$ cat src/rtl/accum_control_unit.sv
// Fetch/decode/execute sequencer for the 8-bit accumulator CPU.
// Drives a combinational ALU from registered IR/MDR/AC and writes the ALU result Z back into AC.
module accum_control_unit #(
  parameter logic [7:0] RESET_PC = 8'h00
) (
  input  logic       clk,
  input  logic       reset_n,
  output logic [7:0] mem_addr,
  input  logic [7:0] mem_rdata,
  output logic [7:0] mem_wdata,
  output logic       mem_we,
  output logic [7:0] alu_opcode,
  output logic [7:0] alu_value,
  output logic [7:0] alu_mdr,
  output logic [7:0] alu_ac,
  input  logic [7:0] alu_z,
  input  logic       alu_nflg,
  input  logic       alu_zflg,
  output logic       halted,
  output logic [7:0] ac_out
);

  typedef enum logic [2:0] {
    S_FETCH1, S_FETCH2, S_ARG, S_MEMRD, S_MDR, S_EXEC, S_HALT
  } state_t;

  localparam logic [7:0] OP_STORE = 8'h03;
  localparam logic [7:0] OP_JMP   = 8'h10;
  localparam logic [7:0] OP_JN    = 8'h11;
  localparam logic [7:0] OP_JZ    = 8'h12;
  localparam logic [7:0] OP_HALT  = 8'hFF;

  state_t     state_q;
  logic [7:0] pc_q;
  logic [7:0] ir_op_q;
  logic [7:0] ir_arg_q;
  logic [7:0] mdr_q;
  logic [7:0] ac_q;
  logic       halted_q;

  function automatic logic needs_mem(input logic [7:0] op);
    case (op)
      8'h01, 8'h05, 8'h07, 8'h09, 8'h0A, 8'h0B, 8'h0C, 8'h0D: needs_mem = 1'b1;
      default: needs_mem = 1'b0;
    endcase
  endfunction

  function automatic logic writes_ac(input logic [7:0] op);
    writes_ac = (op == 8'h01) || (op == 8'h02) || ((op >= 8'h04) && (op <= 8'h0F));
  endfunction

  always_ff @(posedge clk or negedge reset_n) begin
    if (!reset_n) begin
      state_q  <= S_FETCH1;
      pc_q     <= RESET_PC;
      ir_op_q  <= 8'h00;
      ir_arg_q <= 8'h00;
      mdr_q    <= 8'h00;
      ac_q     <= 8'h00;
      halted_q <= 1'b0;
    end else begin
      case (state_q)
        S_FETCH1: state_q <= S_FETCH2;
        S_FETCH2: begin
          ir_op_q <= mem_rdata;
          pc_q    <= pc_q + 8'd2;
          state_q <= S_ARG;
        end
        S_ARG: begin
          ir_arg_q <= mem_rdata;
          state_q  <= needs_mem(ir_op_q) ? S_MEMRD : S_EXEC;
        end
        S_MEMRD: state_q <= S_MDR;
        S_MDR: begin
          mdr_q   <= mem_rdata;
          state_q <= S_EXEC;
        end
        S_EXEC: begin
          state_q <= S_FETCH1;
          if (writes_ac(ir_op_q)) ac_q <= alu_z;
          // Jumps overwrite the PC+2 already applied during FETCH2.
          case (ir_op_q)
            OP_JMP:  pc_q <= ir_arg_q;
            OP_JN:   if (alu_nflg) pc_q <= ir_arg_q;
            OP_JZ:   if (alu_zflg) pc_q <= ir_arg_q;
            OP_HALT: begin
              state_q  <= S_HALT;
              halted_q <= 1'b1;
            end
            default: ;
          endcase
        end
        S_HALT:  state_q <= S_HALT;
        default: state_q <= S_FETCH1;
      endcase
    end
  end

  always_comb begin
    mem_addr = pc_q;
    case (state_q)
      S_FETCH2: mem_addr = pc_q + 8'd1;
      S_MEMRD:  mem_addr = ir_arg_q;
      S_EXEC:   if (ir_op_q == OP_STORE) mem_addr = ir_arg_q;
      default:  ;
    endcase
  end

  assign mem_we     = (state_q == S_EXEC) && (ir_op_q == OP_STORE);
  assign mem_wdata  = ac_q;
  assign alu_opcode = ir_op_q;
  assign alu_value  = ir_arg_q;
  assign alu_mdr    = mdr_q;
  assign alu_ac     = ac_q;
  assign halted     = halted_q;
  assign ac_out     = ac_q;

endmodule
$ cat config.mk
export PLATFORM = sky130hd
export DESIGN_NAME = accum_control_unit
export DESIGN_NICKNAME = d
export VERILOG_FILES = /design/src/rtl/accum_control_unit.sv
export SDC_FILE = /design/constraint.sdc
export NUM_CORES = 1
export LEC_CHECK = 0
export ABC_AREA = 0
export CAP_MARGIN = 0
export CORE_ASPECT_RATIO = 1.5
export CORE_MARGIN = 4
export CORE_UTILIZATION = 40
export DETAILED_ROUTE_END_ITERATION = 16
export PLACE_DENSITY_LB_ADDON = 0.1
export SYNTH_ARGS = -nofsm -noshare
export SYNTH_HDL_FRONTEND = slang
export SYNTH_SLANG_ARGS = --single-unit
$ cat constraint.sdc
create_clock -name clk -period 2.3 [get_ports clk]
set_clock_uncertainty 0.1 [all_clocks]
set_input_delay 0.46 -clock clk [delete_from_list [all_inputs] [get_ports clk]]
set_output_delay 0.46 -clock clk [all_outputs]
set_load 0.05 [all_outputs]
Word level (Yosys, flattened, before mapping) --
Memory sizes are Yosys's and may differ from the RTL's. Cells that the tools add are included.
Word-level totals: bits in read-only memories 16, memories 1, output and inout port bits 58, bits in registers 44, logic and storage cells 49, input bits 20
Cells by class: magnitude comparators 2, eq/ne operators 16, reductions and logical operators 10, muxes and demuxes 11, $add $sub $neg 2
Memory list:
- (name not given) | words 16, bits a word 1, rd ports 1, clocked after Yosys merged registers in 0, write ports 0, RTL line 42 | case (op)
Operators by type and width (count):
- 8-bit case mux with 3 select lines | 2
- 8-bit by 5-bit equality test with 1-bit output (second input constant) | 3
- 8-bit 2-to-1 mux | 3
- 3-bit case mux with 7 select lines | 1
- 8-bit by 2-bit equality test with 1-bit output (second input constant) | 2
- 8-bit case mux with 2 select lines | 1
- 3-bit equality test (second input constant) | 3
- 8-bit by 1-bit adder with 8-bit output (second input constant) | 1
- 8-bit by 2-bit adder with 8-bit output (second input constant) | 1
- 8-bit by 1-bit equality test with 1-bit output (second input constant) | 1
- 8-bit equality test (second input constant) | 1
- 8-bit by 3-bit >= comparator with 1-bit output (second input constant) | 1
- 8-bit by 4-bit less-or-equal comparator with 1-bit output (second input constant) | 1
- 3-bit by 2-bit equality test with 1-bit output (second input constant) | 2
- 3-bit 2-to-1 mux | 2
- 3-bit inequality test (second input constant) | 2
- 4-bit zero test | 1
- 4-bit by 1-bit inequality test with 1-bit output (second input constant) | 1
- 2-bit AND reduction | 2
- 4-bit AND reduction | 1
- 3-bit by 1-bit equality test with 1-bit output (second input constant) | 1
- 3-bit zero test | 1
- 1-bit logical AND | 2
- 1-bit logical OR | 2
- 2 further kinds | 3

Longest topological paths before layout --
Gate-level depths: netlist (run 1).
depth in word-level cells 5, depth in mapped cells 7, mapped depth without buffers 6

Worst setup path before layout (run 1) --
Ideal clock, no wire load.
path type register to output, start register ir_op_q[6] (netlist: alu_opcode[6]), end output mem_addr[7], cell stages (with the launch flop) 5, arrival 2.159 ns, path buffers 0, slack -0.419 ns, required time 1.740 ns, path through dfrtp_1 nor4_4 nand4_4 mux2i_1 o211ai_1
Between the ends: cells in the longest elaborated chain, start to end 3
RTL lines:
- start: declaration | RTL line 35 | logic [7:0] ir_op_q;
- start signal: assignment | RTL line 65 | ir_op_q <= mem_rdata;
- 8-bit by 2-bit equality test with 1-bit output | RTL line 104 | S_EXEC: if (ir_op_q == OP_STORE) mem_addr = ir_arg_q;
- 8-bit 2-to-1 mux | RTL line 104
- 8-bit case mux with 3 select lines | RTL line 101 | case (state_q)
- end: declaration | RTL line 8 | output logic [7:0] mem_addr,
No other way between the ends.

Worst setup path in the final report (run 1) --
start register ir_op_q[5] (netlist: alu_opcode[5]), end output mem_addr[2]
The elaborated chain is that of the path after synthesis.

==> results of run 1 <==
routing by layer:
layer / share of wire [%] / routed length, um / up-vias / GRT usage (%)
met5: 0 / 0 / - / 0
met4: 2.9 / 198 / 0 / 8.16
met3: 6.1 / 417 / 13 / 3.41
met2: 53 / 3660 / 87 / 32.4
met1: 38 / 2580 / 1068 / 19.2
li1: - / - / 1069 / -
metrics by stage:
step	util (%)	instances	setup WS (ps)	hold slack (ps)
global placement	56.9	407	28.2	351
detailed placement	56.9	407	-15.4	360
CTS	59.3	417	-341	154
finish	59.5	418	-310	119
floorplan	-	260	-308	64.4
global route	59.5	418	-364	173
worst paths after layout:
check	start	end	slack, ps	cells after the start
max	alu_opcode[5]	mem_addr[2]	-310	5
min	reset_n	ac_out[2]	120	1
max reg2reg	state_q[0]	ac_out[5]	280	6
min reg2reg	halted	halted	380	1
max in group asynchronous	reset_n	ac_out[0]	1360	2
min in group clk	halted	halted	380	1
logic make-up after synthesis:
family / synth area share [%]
compound gates: 15.6
xor+xnor: 1.02
fa+ha+maj: 0.968
buf+inv: 9.10
flops: 42.6
mux: 12.1
simple gates: 18.6
sequential cells by signal, summed over array words and instances (netlist names):
signal	count
pc_q	8
halted	1
alu_opcode	8
ac_out	8
alu_mdr	8
state_q	3
alu_value	8
cells in the final DEF, fill, tap and decap left out, types with 6 or more instances in the layout:
cell	count
mux2_2	24
o22ai_1	9
nand3_1	8
clkbuf_8	7
nand2b_1	6
buf_12	9
o21ai_0	10
buf_4	32
dfrtp_1	40
clkdlybuf4s50_1	65
inv_1	7
nor2_1	10
a21oi_1	13
nand2_1	38
timing repair:
action | 4_1_cts | 5_1_grt
gates resized for setup | 2 | 0
setup buffers | 2 | 1
setup endpoints to repair | 9 | 9
hold endpoints to repair | 0 | 0
pin swaps | 7 | 3
final cells by class:
type                    instances  area, sq um  area share, %
inverters                       7         26.3          0.711
repair buffers                107         1080           29.1
clock inverters                 1         30.0          0.812
multi-input cells             178         1270           34.3
flip-flops and latches         44         1110           29.9
well taps                      74         92.6           2.50
clock buffers                   7         96.3           2.61
Yosys cell counts, types with 3 or more instances:
master,instances,area [sq um]
buf_2,5,25.0
nor3_1,3,15.0
o22ai_1,9,56.3
a221o_1,5,50.1
o21ai_0,10,50.1
o211ai_1,4,30.0
clkbuf_1,6,22.5
dfrtp_1,44,1100
nand2b_1,6,37.5
inv_1,7,26.3
nand2_1,39,146
mux2i_1,3,30.0
mux2_2,24,270
a21oi_1,13,65.1
nand4_1,3,18.8
nor2_1,11,41.3
buf_4,17,128
nand3_1,9,45.0
buf_6,3,33.8
==> flow_metrics.env, run 1 <==
export IMPL_tritoncts_buffer_count=5
export IMPL_post_route_worst_setup_slack_ps=-310
export IMPL_clkSlewWorstSetupHoldPaths_ps=90
export IMPL_syn_area_per_cell_sq_um=9.94
export IMPL_antenna_found_initial=0
export IMPL_clock_sinks=44
export IMPL_final_period_utilization_pct=113
export IMPL_std_cell_rows=35
export IMPL_mappedNetlistNets=282
export IMPL_ys_warn_count=0
export IMPL_syn_area_sq_um=2580
export IMPL_synth_main_ff_cell="dfrtp_1"
export IMPL_slowest_stage="dfrtp_2"
export IMPL_timing_critical_path_buf_inv=1
export IMPL_end_kind="primary output"
export IMPL_grt_overflow_total=0
export IMPL_finalHoldViolations=0
export IMPL_routed_wire_length_per_instance_um=16.4
export IMPL_slew_headroom_pct=48.7
export IMPL_final_antenna_net_count=0
export IMPL_timing_critical_path_fanout_max=4
export IMPL_setup_worst_path_class="flip-flop to primary output"
export IMPL_tritoncts="done"
export IMPL_synth_seq_area_share_pct=42.6
export IMPL_route_final_wire_length_mm=6.86
export IMPL_area_growth_syn_to_layout_pct=43.0
export IMPL_global_route_usage_total_pct=17.9
export IMPL_pin_count=78
export IMPL_synth_enable_flop_cells=0
export IMPL_slew_viol_final=0
export IMPL_yosys_register_bits=44
export IMPL_period_minus_slack_ps=2610
export IMPL_timing_critical_path_slowest_cell_delay_ps=430
export IMPL_cts_root_buf="clkbuf_8"
export IMPL_async_flop_share_pct=100
export IMPL_outcome="complete, but fails checks"
export IMPL_cell_type_group_with_the_largest_total_delay_on_the_critical_path="compound AO/OA/AOI/OAI gates"
export IMPL_setup_violations_final=9
export IMPL_worst_skew_pair_late_latency_ps=300
export IMPL_io_buffer_count=77
export IMPL_crit_chain="nor4_4, nand4_4, o21a_1, a221o_2, buf_12"
export IMPL_cp_start_kind="flip-flop"
export IMPL_layout_filler_cells=561
export IMPL_worst_slew_pin_transition_ps=769
export IMPL_first_global_vias=2310
export IMPL_finished_layout_cell_area_sq_um=3700
export IMPL_first_pass_iters=4
export IMPL_floorplan_initialDensity_pct=41.6
export IMPL_syn_inst=260
export IMPL_detailed_place_area_sq_um=3540
export IMPL_die_area_sq_um=7840
export IMPL_grt_first_pass_wirelength_mm=10.8
export IMPL_die_w_um=73.6
export IMPL_worstPathRequired_ps=1740
export IMPL_core_area_sq_um=6220
export IMPL_ctsHoldBuffers=0
export IMPL_cts_max_level=2
export IMPL_synth_cell_types=50
export IMPL_place_detailed_hpwl_mm=5.31
export IMPL_vias=2237
export IMPL_antenna_cells=0
export IMPL_cts_path_max_buffers=2
export IMPL_max_clock_freq_mhz=383
export IMPL_drc=0
export IMPL_max_cap_viol_count=0
export IMPL_nets=365
export IMPL_worst_hold_path_type="input pin to async pin"
export IMPL_drive_above_1_share_pct=29.7
export IMPL_die_h_um=106
export IMPL_gpl_final_weighted_congestion=0.891
export IMPL_setup_total_negative_slack_ps=-2250
export IMPL_viasPerCell=5.35
export IMPL_failed_checks="setup timing"
export IMPL_maximum_number_of_pins_on_one_net_before_global_route_repair=34
export IMPL_number_of_violations_reported_at_the_end_of_detailed_routing_iteration_0=79
export IMPL_cp_data_arrival_time_ps=2050
export IMPL_rsz0062_at_grt="yes"
Power of run 1 is left out: the tool's default activity adds up to more than one toggle a clock period on the data nets, which glitch-free logic cannot reach.
==> run 2: changes to the inputs <==
Settings changed: TNS_END_PERCENT set to 1.
==> run 2 against run 1 <==
  * The flow still finishes with violations (setup timing)
  * Setup slack better by 3.3 ps
  * Sequential share of layout area is 0.55 points lower
  * Maximum frequency is 0.13% higher
  * Design area up 2.0%
  * Critical endpoint is now mem_addr[7]
  * Largest cell class unchanged
==> flow_metrics.env, run 2 (same netlist as run 1, synthesis figures left out) <==
export IMPL_viasPerCell=5.29
export IMPL_antenna_cells=0
export IMPL_routed_wire_length_per_instance_um=16.4
export IMPL_cp_start_kind="flip-flop"
export IMPL_route_final_wire_length_mm=6.89
export IMPL_period_minus_slack_ps=2610
export IMPL_setup_worst_path_class="flip-flop to primary output"
export IMPL_post_route_worst_setup_slack_ps=-307
export IMPL_grt_overflow_total=0
export IMPL_first_pass_iters=4
export IMPL_cts_max_level=2
export IMPL_worst_hold_path_type="input pin to async pin"
export IMPL_finalHoldViolations=0
export IMPL_clock_sinks=44
export IMPL_final_period_utilization_pct=113
export IMPL_grt_first_pass_wirelength_mm=11.4
export IMPL_slew_viol_final=0
export IMPL_setup_total_negative_slack_ps=-2180
export IMPL_cp_data_arrival_time_ps=2050
export IMPL_die_h_um=106
export IMPL_layout_cells_most_common_list="64 x clkdlybuf4s50_1, 39 x dfrtp_1, 37 x nand2_1, 34 x buf_4, 24 x mux2_2"
export IMPL_worst_slew_pin_transition_ps=561
export IMPL_failed_checks="setup timing"
export IMPL_tritoncts="done"
export IMPL_outcome="complete, but fails checks"
export IMPL_drive_above_1_share_pct=30.6
export IMPL_routed_wl_met2_mm=3.52
export IMPL_vias=2221
export IMPL_cts_path_max_buffers=2
export IMPL_route_layer_met1_wl_mm=2.72
export IMPL_clkSlewWorstSetupHoldPaths_ps=90
export IMPL_floorplan_initialDensity_pct=41.6
export IMPL_met3_wirelength_um=447
export IMPL_first_global_vias=2328
export IMPL_slew_headroom_pct=62.6
export IMPL_core_area_sq_um=6220
export IMPL_worstPathRequired_ps=1740
export IMPL_rsz0062_at_grt="yes"
export IMPL_die_area_sq_um=7840
export IMPL_io_buffer_count=77
export IMPL_layout_cells_most_common="clkdlybuf4s50_1"
export IMPL_tritoncts_buffer_count=5
export IMPL_maximum_number_of_pins_on_one_net_before_global_route_repair=22
export IMPL_place_detailed_hpwl_mm=5.47
export IMPL_max_clock_freq_mhz=384
export IMPL_end_kind="primary output"
export IMPL_drc=0
export IMPL_max_cap_viol_count=0
export IMPL_std_cell_rows=35
export IMPL_cts_root_buf="clkbuf_8"
export IMPL_global_route_usage_total_pct=18.8
export IMPL_gpl_final_weighted_congestion=0.897
export IMPL_antenna_found_initial=0
export IMPL_pin_count=78
export IMPL_timing_critical_path_fanout_max=5
export IMPL_area_growth_syn_to_layout_pct=45.9
export IMPL_die_w_um=73.6
export IMPL_setup_violations_final=9
export IMPL_final_antenna_net_count=0
export IMPL_number_of_violations_reported_at_the_end_of_detailed_routing_iteration_0=114
export IMPL_top_layer_used="met4"
export IMPL_nets=367
export IMPL_worst_skew_pair_late_latency_ps=300
==> run 2: changes by cell type in the layout (fill, tap and decap cells not counted), moves of 2 or more <==
cell / previous run / this run
clkbuf_8: 7 / 5
buf_4: 32 / 34
a221o_2: 4 / 0
bufinv_16: 1 / 3
a221o_1: 1 / 5
==> run 2: critical path, stage by stage (launching register included) <==
cell and delay, ps:
dfrtp_2 440, nor4_4 350, nand4_4 190, buf_4 180, mux2i_1 110, o211ai_1 280, buf_12 180
==> run 2: routing by layer <==
layer	global-route usage, %	up-vias
li1	-	1078
met1	21.4	1049
met2	32.4	80
met3	4.45	14
met4	8.03	0
met5	0	-
==> run 2: area by class of cell <==
cell class | count | area (sq um)
Inverter | 7 | 26.3
Fill cell | 528 | 2450
Timing Repair Buffer | 109 | 1090
Multi-Input combinational cell | 178 | 1290
Clock inverter | 3 | 90.1
Clock buffer | 5 | 68.8
Tap cell | 74 | 92.6
Sequential cell | 44 | 1110
==> run 2: what timing repair did <==
action                     4_1_cts  5_1_grt
hold buffers                     0        0
resized for setup                4        8
setup endpoints to repair        9        9
buffers inserted                 2        1
pin swaps                        6        5
==> run 2: final timing paths <==
kind                               start           to  slack (ps)  cells past startpoint
max in group asynchronous        reset_n      pc_q[1]        1510                      2
min in group clk                  halted       halted         370                      1
min reg2reg                       halted       halted         370                      1
min                              reset_n      pc_q[5]           7                      1
max                        alu_opcode[6]  mem_addr[7]        -310                      6
max reg2reg                   state_q[0]    ac_out[6]         240                      6
==> run 2: through the flow <==
step | area [sq um] | setup WS (ps) | hold slack [ps] | cells | utilization [%]
after detailed placement | 3540 | -19.2 | 355 | 409 | 56.9
after floorplan | 2590 | -311 | 64.4 | 260 | -
after global placement | 3540 | 16.1 | 351 | 409 | 56.9
final | 3770 | -307 | 7.31 | 420 | 60.6
after global routing | 3770 | -384 | 40.1 | 420 | 60.6
after CTS | 3730 | -303 | 33.4 | 419 | 59.9
Power of run 2 is left out for the same reason.
